[src/rtl/sap1_pkg.sv]
// SAP-1 controller shared definitions: opcodes, one-hot T-states,
// control-word bit positions and small decode helpers.
package sap1_pkg;

  localparam logic [3:0] OP_LDA = 4'b0000;
  localparam logic [3:0] OP_ADD = 4'b0001;
  localparam logic [3:0] OP_SUB = 4'b0010;
  localparam logic [3:0] OP_OUT = 4'b1110;
  localparam logic [3:0] OP_HLT = 4'b1111;

  localparam int T_W = 6;
  localparam logic [T_W-1:0] T1_OH = 6'b000001;
  localparam logic [T_W-1:0] T2_OH = 6'b000010;
  localparam logic [T_W-1:0] T3_OH = 6'b000100;
  localparam logic [T_W-1:0] T4_OH = 6'b001000;
  localparam logic [T_W-1:0] T5_OH = 6'b010000;
  localparam logic [T_W-1:0] T6_OH = 6'b100000;

  // Control word {Cp, Ep, Lm, CE, Li, Ei, La, Ea, Su, Eu, Lb, Lo}
  localparam int CON_W  = 12;
  localparam int CON_CP = 11;
  localparam int CON_EP = 10;
  localparam int CON_LM = 9;
  localparam int CON_CE = 8;
  localparam int CON_LI = 7;
  localparam int CON_EI = 6;
  localparam int CON_LA = 5;
  localparam int CON_EA = 4;
  localparam int CON_SU = 3;
  localparam int CON_EU = 2;
  localparam int CON_LB = 1;
  localparam int CON_LO = 0;

  function automatic logic [CON_W-1:0] cb(
    input int idx
  );
    logic [CON_W-1:0] v;
    v = '0;
    v[idx] = 1'b1;
    return v;
  endfunction

  function automatic logic op_legal(
    input logic [3:0] op
  );
    return (op == OP_LDA) || (op == OP_ADD) ||
           (op == OP_SUB) || (op == OP_OUT) ||
           (op == OP_HLT);
  endfunction

endpackage

[src/rtl/sap1_ring_counter.sv]
// One-hot T1..T6 ring. Restart forces T1 on the next edge (early end),
// Freeze holds the current state (halt). Ports: SysClock, ClearN, Restart, Freeze, TState.
import sap1_pkg::*;

module sap1_ring_counter (
  input  logic           SysClock,
  input  logic           ClearN,
  input  logic           Restart,
  input  logic           Freeze,
  output logic [T_W-1:0] TState
);

  logic [T_W-1:0] t_q;
  logic [T_W-1:0] t_d;

  always_comb begin
    t_d = {t_q[T_W-2:0], t_q[T_W-1]};
    if (Freeze) begin
      t_d = t_q;
    end else if (Restart) begin
      t_d = T1_OH;
    end
  end

  always_ff @(posedge SysClock or negedge ClearN) begin
    if (!ClearN) begin
      t_q <= T1_OH;
    end else begin
      t_q <= t_d;
    end
  end

  assign TState = t_q;

endmodule

[src/rtl/sap1_controller_sequencer.sv]
// SAP-1 controller-sequencer: ring-counter driven control word decode,
// halt latch, sticky illegal-opcode flag and retired-instruction counter.
// Ports: SysClock, ClearN, Opcode -> Con, TState, Halt, IllegalOp, InstrCount.
import sap1_pkg::*;

module sap1_controller_sequencer #(
  parameter bit EARLY_END = 1'b0,
  parameter int CNT_W     = 8
) (
  input  logic             SysClock,
  input  logic             ClearN,
  input  logic [3:0]       Opcode,
  output logic [CON_W-1:0] Con,
  output logic [T_W-1:0]   TState,
  output logic             Halt,
  output logic             IllegalOp,
  output logic [CNT_W-1:0] InstrCount
);

  logic [T_W-1:0]   t_s;
  logic             halt_q;
  logic             halt_d;
  logic             ill_q;
  logic             ill_d;
  logic [CNT_W-1:0] cnt_q;
  logic [CNT_W-1:0] cnt_d;

  logic is_lda;
  logic is_add;
  logic is_sub;
  logic is_out;
  logic is_hlt;
  logic legal;
  logic hlt_t4;
  logic restart;
  logic freeze;
  logic retire;

  logic [CON_W-1:0] ex4;
  logic [CON_W-1:0] ex5;
  logic [CON_W-1:0] ex6;
  logic [CON_W-1:0] con_w;

  assign is_lda = (Opcode == OP_LDA);
  assign is_add = (Opcode == OP_ADD);
  assign is_sub = (Opcode == OP_SUB);
  assign is_out = (Opcode == OP_OUT);
  assign is_hlt = (Opcode == OP_HLT);
  assign legal  = op_legal(Opcode);

  assign hlt_t4 = t_s[3] && is_hlt;

  // Early end: LDA finishes at T5, OUT and NOPs at T4.
  assign restart = EARLY_END &&
                   ((t_s[4] && is_lda) ||
                    (t_s[3] && (is_out || !legal)));

  assign freeze = halt_q || hlt_t4;

  assign retire = !halt_q &&
                  (t_s[5] || restart || hlt_t4);

  sap1_ring_counter u_ring (
    .SysClock (SysClock),
    .ClearN   (ClearN),
    .Restart  (restart),
    .Freeze   (freeze),
    .TState   (t_s)
  );

  always_comb begin
    halt_d = halt_q | hlt_t4;
    ill_d  = ill_q | (!halt_q && t_s[3] && !legal);
    cnt_d  = cnt_q + CNT_W'(retire);
  end

  always_ff @(posedge SysClock or negedge ClearN) begin
    if (!ClearN) begin
      halt_q <= 1'b0;
      ill_q  <= 1'b0;
      cnt_q  <= '0;
    end else begin
      halt_q <= halt_d;
      ill_q  <= ill_d;
      cnt_q  <= cnt_d;
    end
  end

  always_comb begin
    ex4 = '0;
    ex5 = '0;
    ex6 = '0;
    if (is_lda) begin
      ex4 = cb(CON_EI) | cb(CON_LM);
      ex5 = cb(CON_CE) | cb(CON_LA);
    end else if (is_add || is_sub) begin
      ex4 = cb(CON_EI) | cb(CON_LM);
      ex5 = cb(CON_CE) | cb(CON_LB);
      ex6 = cb(CON_EU) | cb(CON_LA);
      if (is_sub) begin
        ex6 = ex6 | cb(CON_SU);
      end
    end else if (is_out) begin
      ex4 = cb(CON_EA) | cb(CON_LO);
    end
  end

  // Forced quiet while in reset or halted.
  always_comb begin
    con_w = '0;
    if (ClearN && !halt_q) begin
      unique case (1'b1)
        t_s[0]: con_w = cb(CON_EP) | cb(CON_LM);
        t_s[1]: con_w = cb(CON_CP);
        t_s[2]: con_w = cb(CON_CE) | cb(CON_LI);
        t_s[3]: con_w = ex4;
        t_s[4]: con_w = ex5;
        t_s[5]: con_w = ex6;
        default: con_w = '0;
      endcase
    end
  end

  assign Con        = con_w;
  assign TState     = t_s;
  assign Halt       = halt_q;
  assign IllegalOp  = ill_q;
  assign InstrCount = cnt_q;

endmodule

[config.mk]
export PLATFORM = sky130hd
export DESIGN_NAME = sap1_controller_sequencer
export DESIGN_NICKNAME = d
export VERILOG_FILES = /design/src/rtl/sap1_pkg.sv /design/src/rtl/sap1_ring_counter.sv /design/src/rtl/sap1_controller_sequencer.sv
export SDC_FILE = /design/constraint.sdc
export NUM_CORES = 1
export LEC_CHECK = 0
export BUFFER_PORTS_ARGS = -buffer_cell sky130_fd_sc_hd__buf_2
export CORE_UTILIZATION = 46
export CTS_BUF_LIST = sky130_fd_sc_hd__clkbuf_16
export DETAILED_ROUTE_END_ITERATION = 6
export GPL_TIMING_DRIVEN = 0
export PLACE_DENSITY = 0.83
export SLEW_MARGIN = 25
export SYNTH_ARGS = -nofsm -noshare
export SYNTH_HDL_FRONTEND = slang
export SYNTH_SLANG_ARGS = --single-unit
export TNS_END_PERCENT = 1
[constraint.sdc]
create_clock -name SysClock -period 1.9 [get_ports SysClock]
set_clock_uncertainty 0.2 [all_clocks]
set_input_delay 0.095 -clock SysClock [delete_from_list [all_inputs] [get_ports SysClock]]
set_output_delay 0.095 -clock SysClock [all_outputs]
set_load 0.05 [all_outputs]
# Yosys cells after proc, flatten, opt, wreduce, memory -nomap -nowiden
# Cells that the tools add are included.
# word_totals
regBits	16
output_inout_bits	28
wordCells	36
# op_classes
n_addsub	1
eq_ne	4
n_mux	10
bitwise_logic	2
n_reduce_logical	15
# ops
operator	n
one-hot mux 12 bit (6 select lines)	1
two-way mux 10 bit	2
two-way mux 9 bit	2
two-way mux 12 bit	1
two-way mux 6 bit	2
adder 8 x 1 -> 8 bit	1
== test 4 bit (second input constant)	2
logical OR 1 bit	7
logical AND 1 bit	5
two-way mux 5 bit	1
== test 4 x 1 -> 1 bit (second input constant)	1
== test 4 x 2 -> 1 bit (second input constant)	1
logical NOT 4 bit	1
two-way mux 4 bit	1
logical NOT 1 bit	2
OR 1 bit	2

# Longest topological paths before layout
# Gate-level depths: netlist of run 1.
# depth
word_depth	8
depth_mapped	7
mapped_depth_nobuf	7

# Modules after synthesis
# From an unflattened synthesis of run 1, not the netlist that was laid out.
# hier_totals
cells_unflattened	83
area_unflattened_um2	828.3
# modules_own_cells
module	n_inst	cells_per_inst	area_each_um2	seq_area_each_um2
sap1_controller_sequencer	1	59	576.8	250.2
sap1_ring_counter	1	24	251.5	151.4

# Worst setup path after synthesis of run 1
# Ideal clock, no wire load.
# synth_timing
path_kind	register to output
startpoint	reg halt_q (netlist: Halt)
endpoint	out Con[4]
t_arrival_ns	2.127
t_required_ns	1.605
setup_slack_ns	-0.522
stages_incl_launch_ff	6
path_buffers	2
cell_sequence	dfrtp_1 > buf_2 > nor2b_1 > nand3_1 > nor2_1 > buf_4
# synth_via
elab_chain_cells	3
# synth_lines
item	line_no	rtl
start, declared	sap1_controller_sequencer.sv:21	logic halt_q;
start signal, assigned	sap1_controller_sequencer.sv:83	halt_q <= halt_d;
logical NOT 1 bit	sap1_controller_sequencer.sv:111	if (ClearN && !halt_q) begin
logical AND 1 bit	sap1_controller_sequencer.sv:111	
two-way mux 12 bit	sap1_controller_sequencer.sv:111	
end, declared	sap1_controller_sequencer.sv:13	output logic [CON_W-1:0] Con,
# No other way between the ends.

# Final worst setup path of run 1
# layout_timing
startpoint	reg halt_q (netlist: Halt)
endpoint	out Con[3]
# The elaborated chain is that of the path after synthesis.

==> results by group, run 1 <==
Route
  • WL met3: 91 µm
  • Detail Route Antenna Nets: 0
  • Met2 WL: 777 µm
  • Total wire length: 1.62 mm
  • Avg WL per Cell: 12.8 µm
  • Drt drc: 3
  • Top Metal Used: met4
  • Vias per cell: 5.27
  • Metal-1 WL: 719 µm
  • Initial drt markers: 9
  • First-pass DRT Iterations: 7
  • Via count: 669

Finish
  • Layout cell share with drive strength beyond 1: 46.8%
  • Util after Layout: 73.5%
  • Final nets: 120
  • Final non-filler cell total: 127
  • Number of fill cells: 118
  • Antenna cell count: 0
  • Design area: 1160 µm²
  • Syn-to-layout area delta: 41.8%

Status
  • Failing checks: DRC
  • Outcome: complete, but fails checks

Synth
  • Prevailing post-synth register cell: dfrtp_1
  • Syn Nets: 82
  • Mux share of post-synthesis cell area: 6.74%
  • Cell area after synthesis: 817 µm²
  • Adder-cell share of the synthesized area: 3.06%
  • Largest family of logic cells by synthesized area: simple AND/OR/NAND/NOR gates
  • Synth top area share: 45.9%
  • Post-Synth XOR/XNOR Area: 7.50%
  • Post-synth ARST share: 100%
  • Post-synthesis compound-gate area fraction: 8.27%
  • Post-synthesis simple-gate area fraction: 22.2%
  • Sequential area share after synthesis: 49.2%
  • Synth top cells by count: dfrtp_1 (15), nand3_1 (7), nor2_1 (6)
  • Yosys cell types: 26
  • Synth top area cells: dfrtp_1 (46%), mux2_1 (5.5%), xnor2_1 (5.4%), nand3_1 (4.3%), dfstp_2 (3.2%)
  • Yosys top cell by area: dfrtp_1
  • YS warnings: 0
  • Syn Inst Count: 74
  • FF+latch count, synth: 16
  • Post-synth EDFFs: 0
  • Most common cell in the synthesized netlist: dfrtp_1
  • Mean Syn Cell Area: 11.0 µm²

Critical path
  • Slowest CP cell: dfrtp_2
  • Worst Setup Start Kind: flip-flop
  • Critical Path, Cell by Cell: nand2b_4, or3_4, nor3_4, buf_6
  • Critical Path RT: 1.60 ns
  • WP data arrival: 1.55 ns
  • Cell family with most CP delay: simple AND/OR/NAND/NOR gates
  • Worst Path Buf+Inv: 1
  • Critical R2R Launch: u_ring.TState[3]$_DFFE_PN0N_
  • Critical Path Start: Halt$_DFF_PN0_
  • Crit Path Class: flip-flop to primary output
  • Crit path max fanout: 5
  • Max stage delay on crit path: 0.44 ns
  • Worst Setup End Kind: primary output

GRT
  • First-pass GRT wire length: 2.62 mm
  • Total gr overflow: 0
  • Largest net degree at the start of global routing: 17
  • Vias in the first global route: 600
  • Initial antenna violation count: 0
  • Tot GR Track Use: 18.8%

STA
  • Worst-Margin Slew: 0.710 ns
  • Worst Slack Setup Final: 0.0522 ns
  • Setup violators final: 0
  • Tcrit/Tclk final: 97.3%
  • Final hold vios: 0
  • Relative slew slack: 52.5%
  • Achievable Freq: 541 MHz
  • Total Neg Setup Slack: 0 ns
  • Pins Over Slew Limit: 0
  • Worst hold margin: 0.0678 ns
  • RSZ-0062 raised after global routing: no
  • Final Critical Period: 1.85 ns

Clocking
  • Inserted Clock Buffers: 3
  • Clk Latency, worst-skew pair: 0.25 ns
  • Htree depth: 1
  • CTS tree: yes
  • CTS max path bufs: 2
  • CTS Sinks: 16
  • Clock transition at path regs: 0.05 ns
  • Clock root cell: clkbuf_16

Power
  • Total power: 2.25 mW
  • Leakage Power: 0.563 nW
  • Power Dens Cells: 1940 nW/µm²
  • Peak supply drop: 1310 µV

Floorplan
  • Initial Util: 51.8%
  • Total die area: 1950 µm²
  • Cell row count: 14
  • Core ar.: 1580 µm²
  • Die W: 44.1 µm
  • IO Pins: 34
  • Die Y: 44.1 µm

Placed design
  • Routability cong.: 0.722
  • Placed insts: 122
  • Placed Area: 1040 µm²
  • IO Port Bufs: 32
  • HPWL after DPL: 1.21 mm
  • Place WS: 0.0821 ns

Hold path
  • Hold Crit Class: primary input to flip-flop
  • HP Start: Opcode[0]

Flow run
  • Max-cap viol count: 0
-- cell type report --
type                    count  area, µm²  area share (%)
plain buffers               2       12.5            1.08
clock buffers               3       75.1            6.48
clock inverters             1       3.75           0.324
inverters                   2       7.51           0.648
multi-input cells          53        433            37.4
flip-flops and latches     16        404            34.9
well taps                  16       20.0            1.73
repair buffers             34        203            17.5
-- per-layer routing --
| metal | GRT usage [%] | up-vias |
|---|---|---|
| met1 | 24.1 | 310 |
| li1 | - | 329 |
| met5 | 0 | - |
| met3 | 3.67 | 5 |
| met2 | 30.3 | 25 |
| met4 | 9.09 | 0 |
-- state kept, by name, indices dropped and copies added, names as in the netlist --
register / flops
Halt: 1
IllegalOp: 1
InstrCount: 8
u_ring.TState: 6
-- final timing paths --
check | end | slack (ns) | cells past startpoint
setup / recovery | Con[3] | 0.05 | 4
hold / removal | u_ring.TState[3]$_DFFE_PN0N_ | 0.07 | 3
setup reg to reg | InstrCount[4]$_DFF_PN0_ | 0.15 | 6
hold reg to reg | IllegalOp$_DFF_PN0_ | 0.26 | 1
max in group asynchronous | u_ring.TState[3]$_DFFE_PN0N_ | 0.69 | 2
min in group asynchronous | InstrCount[1]$_DFF_PN0_ | 0.32 | 2
-- cells in the final DEF (no fill, tap or decap), drive strengths merged, types with 2 or more instances in the layout --
master	netlist	layout
a21oi	5	5
and2	3	3
and3	4	4
buf	3	35
clkbuf	0	3
dfrtp	15	15
ha	2	2
inv	2	3
mux2	4	4
nand2	5	5
nand3	7	7
nor2	6	6
xnor2	5	5
xor2	2	2
-- logic make-up after synthesis --
group | count (synthesis)
DFF | 16
adders and majority gates | 2
xor gates and xnor gates | 7
AOI/OAI and AO/OA | 8
buffers and inverters | 5
and+or+nand+nor | 31
muxes | 5
-- report_power, final --
| part | internal (mW) | switching (mW) | total (mW) |
|---|---|---|---|
| combinational | 0.320 | 0.843 | 1.16 |
| clock | 0.279 | 0.127 | 0.406 |
| sequential | 0.500 | 0.182 | 0.682 |
| total | 1.10 | 1.15 | 2.25 |
-- tightest hold or removal path: cells and delay by family --
kind                   cells  cell delay, ns
buffers and inverters      1            0.19
AND/OR/NAND/NOR            2            0.18
-- what timing repair did --
action | 4_1_cts | 5_1_grt
endpoints found under the hold margin | 16 | 0
hold buffers | 1 | 0
setup buffers | 1 | 0
gates resized for setup | 8 | 1
pin swaps | 1 | 1
setup endpoints to repair | 5 | 4
Power figures use the tool's default switching activity.
==> inputs of run 2 (changes only) <==
--- a/config.mk
+++ b/config.mk
@@ -9,4 +9,5 @@
 export CORE_UTILIZATION = 46
 export CTS_BUF_LIST = sky130_fd_sc_hd__clkbuf_16
+export CTS_CLUSTER_SIZE = 8
 export DETAILED_ROUTE_END_ITERATION = 6
 export GPL_TIMING_DRIVEN = 0
==> constraint.sdc (replaced) <==
create_clock -name SysClock -period 1.9 [get_ports SysClock]
set_clock_uncertainty 0.2 [all_clocks]
set_input_delay 0.475 -clock SysClock [delete_from_list [all_inputs] [get_ports SysClock]]
set_output_delay 0.475 -clock SysClock [all_outputs]
set_load 0.05 [all_outputs]
==> run 2 against run 1 <==
  * The run ends with DRC, setup timing left
  * Sequential power rose by 2%
  * Cell count rose by 1.6%
  * Utilization rose by 4.4 points
  * Die area did not move
  * Global-route usage rose by 1.5 points
  * Setup slack got worse by 0.36 ns
  * Via count rose by 6.6%
  * Combinational power rose by 9%
  * Fmax fell by 16%
  * Sequential share of layout area fell by 2.1 points
  * Register-to-register slack got worse by 0.02 ns
  * Critical path type unchanged
  * Largest power group unchanged
==> results by group, run 2 (synthesized netlist as in run 1, its figures left out) <==
Status
  • Outcome: complete, but fails checks
  • Failing checks: DRC, setup timing

STA
  • Worst-Margin Slew: 0.650 ns (-0.0597 ns)
  • Tcrit/Tclk final: 116% (+19 points)
  • Relative slew slack: 56.5% (+4.0 points)
  • Worst hold margin: 0.264 ns (+0.197 ns)
  • Final hold vios: 0 (unchanged)
  • Pins Over Slew Limit: 0 (unchanged)
  • Setup violators final: 9 (+9)
  • Total Neg Setup Slack: -1.97 ns (-1.97 ns)
  • RSZ-0062 raised after global routing: yes
  • Worst Slack Setup Final: -0.309 ns (-0.361 ns)
  • Achievable Freq: 453 MHz (-16%)
  • Final Critical Period: 2.21 ns (+0.361 ns)

Critical path
  • Worst Setup Start Kind: flip-flop
  • WP data arrival: 1.53 ns (-0.02 ns)
  • Worst reg2reg path depth: 6 (unchanged)
  • Critical Path Start: Halt$_DFF_PN0_
  • Worst Setup End Kind: primary output
  • Max stage delay on crit path: 0.43 ns (about the same)
  • Crit path max fanout: 4 (-1)
  • CP Capture Point: Con[3]
  • Worst R2R End: InstrCount[7]$_DFF_PN0_
  • Critical Path, Cell by Cell: nand2b_4, or3_4, nor3_4, buf_6
  • Crit Path Class: flip-flop to primary output
  • Flop-to-flop setup slack: 0.13 ns (-0.02 ns)
  • Slowest CP cell: dfrtp_2
  • Critical Path RT: 1.22 ns (-0.38 ns)
  • Critical R2R Launch: u_ring.TState[3]$_DFFE_PN0N_

Clocking
  • CTS tree: yes
  • Clk Latency, worst-skew pair: 0.25 ns (about the same)
  • CTS max path bufs: 2 (unchanged)
  • CTS Sinks: 16 (unchanged)
  • Clock root cell: clkbuf_16
  • Htree depth: 1 (unchanged)
  • Inserted Clock Buffers: 3 (unchanged)
  • Clock transition at path regs: 0.05 ns (about the same)

Power
  • Internal power: 1.14 mW (+4.1%)
  • Power Dens Cells: 1920 nW/µm² (-1.3%)
  • Total power: 2.36 mW (+4.7%)
  • Gate power share: 53.4% (+1.7 points)
  • Sw Share: 51.5% (+0.28 points)
  • Leakage Power: 0.566 nW (+0.58%)
  • Clk pwr share: 17.2% (-0.8 points)
  • Power share of the sequential group: 29.4% (-0.9 points)
  • NetSw: 1.21 mW (+5.3%)
  • Peak supply drop: 1170 µV (-11%)

Placed design
  • Placed insts: 122 (unchanged)
  • HPWL after DPL: 1.20 mm (-0.40%)
  • Routability cong.: 0.701 (-2.9%)
  • IO Port Bufs: 32 (unchanged)

Route
  • Initial drt markers: 7 (-2)
  • First-pass DRT Iterations: 6 (-1)
  • Detail Route Antenna Nets: 0 (unchanged)
  • Avg WL per Cell: 14.5 µm (+14%)
  • Drt drc: 4 (+1)
  • Vias per cell: 5.53 (+4.9%)
  • Via count: 713 (+6.6%)
  • Total wire length: 1.87 mm (+15%)

Floorplan
  • Initial Util: 51.8% (unchanged)
  • Total die area: 1950 µm² (unchanged)
  • IO Pins: 34 (unchanged)
  • Core ar.: 1580 µm² (unchanged)
  • Die W: 44.1 µm (unchanged)
  • Die Y: 44.1 µm (unchanged)
  • Cell row count: 14 (unchanged)

Finish
  • Layout cell share with drive strength beyond 1: 50.4% (+3.6 points)
  • Final nets: 122 (+1.7%)
  • Final non-filler cell total: 129 (+1.6%)
  • Syn-to-layout area delta: 50.4%
  • Number of flip-flops under the largest register name: 8 (unchanged)
  • Number of fill cells: 108 (-8.5%)
  • Util after Layout: 77.9% (+4.4 points)
  • Commonest non-fill, non-tap cell in the layout: buf_2
  • Antenna cell count: 0 (unchanged)
  • Most frequent cells in the layout: buf_2 (21), dfrtp_1 (14), nand3_1 (7), buf_4 (7)

GRT
  • Total gr overflow: 0 (unchanged)
  • Vias in the first global route: 611 (+1.8%)
  • First-pass GRT wire length: 2.78 mm (+6.0%)
  • Initial antenna violation count: 0 (unchanged)
  • Largest net degree at the start of global routing: 16 (-1)
  • Tot GR Track Use: 20.3% (+1.5 points)

Hold path
  • Hold Crit Class: flip-flop to flip-flop

Flow run
  • Max-cap viol count: 0 (unchanged)
[run 2: cell count changes in the layout (fill, tap and decap cells not counted)]
cell / before / now
a21oi_1: 4 / 3
a21oi_2: 0 / 1
buf_2: 29 / 21
buf_4: 2 / 7
clkbuf_4: 0 / 4
clkinv_1: 0 / 1
dfrtp_1: 13 / 14
dfrtp_2: 2 / 1
dlygate4sd3_1: 1 / 2
ha_1: 2 / 0
ha_4: 0 / 2
inv_1: 3 / 2
nor2_1: 3 / 1
nor2_2: 0 / 2
[run 2: worst min path at each step]
stage,slack (ns),startpoint,cells past startpoint,endpoint
detailed placement,0.23,ClearN,1,u_ring.TState[3]$_DFFE_PN0N_
finish,0.26,IllegalOp$_DFF_PN0_,1,IllegalOp$_DFF_PN0_
global placement,0.22,ClearN,1,u_ring.TState[3]$_DFFE_PN0N_
floorplan,-0.02,ClearN,0,Halt$_DFF_PN0_
global route,0.28,IllegalOp$_DFF_PN0_,1,IllegalOp$_DFF_PN0_
CTS,0.27,IllegalOp$_DFF_PN0_,1,IllegalOp$_DFF_PN0_
[run 2: metrics by stage]
stage                     cell area (µm²)  setup WS (ns)
after floorplan                       870         -0.415
after global placement               1050         -0.506
after detailed placement             1050         -0.545
after CTS                            1190         -0.403
after global routing                 1230         -0.362
final                                1230         -0.309
[run 2: cell type report]
cell class,instances,area [µm²],area share [%]
multi-input combinational,53,467,38.0
sequential,16,403,32.8
timing repair buffer,36,240,19.6
clock buffer,3,75.1,6.11
tap,16,20.0,1.63
buffer,2,12.5,1.02
inverter,2,7.51,0.611
clock inverter,1,3.75,0.305
[run 2: per-layer routing]
metal | track usage [%] | wire length, µm
met4 | 9.09 | 42
met3 | 5.71 | 132
met5 | 0 | 0
met1 | 25.7 | 762
met2 | 32.4 | 932
[run 2: power groups by stage]
stage | registers [mW] | clock network, mW | logic, mW
CTS | 0.675 | 0.410 | 1.22
detailed placement | 0.671 | 0 | 1.20
global placement | 0.663 | 0 | 1.18
floorplan | 1.13 | 0 | 0.461
global route | 0.721 | 0.430 | 1.33
finish | 0.693 | 0.405 | 1.26
[run 2: worst max-delay path, delay by kind of cell, from the launching register on]
family / cells / cell delay, ns
flip-flops: 1 / 0.43
buffers and inverters: 1 / 0.18
AND/OR/NAND/NOR: 3 / 0.69
[run 2: what timing repair did]
action,CTS,global route
setup endpoints to repair,14,16
hold endpoints to repair,15,0
hold buffers,2,0
cloned,0,0
buffers inserted,2,0
pin swaps,3,4
resized for setup,12,10
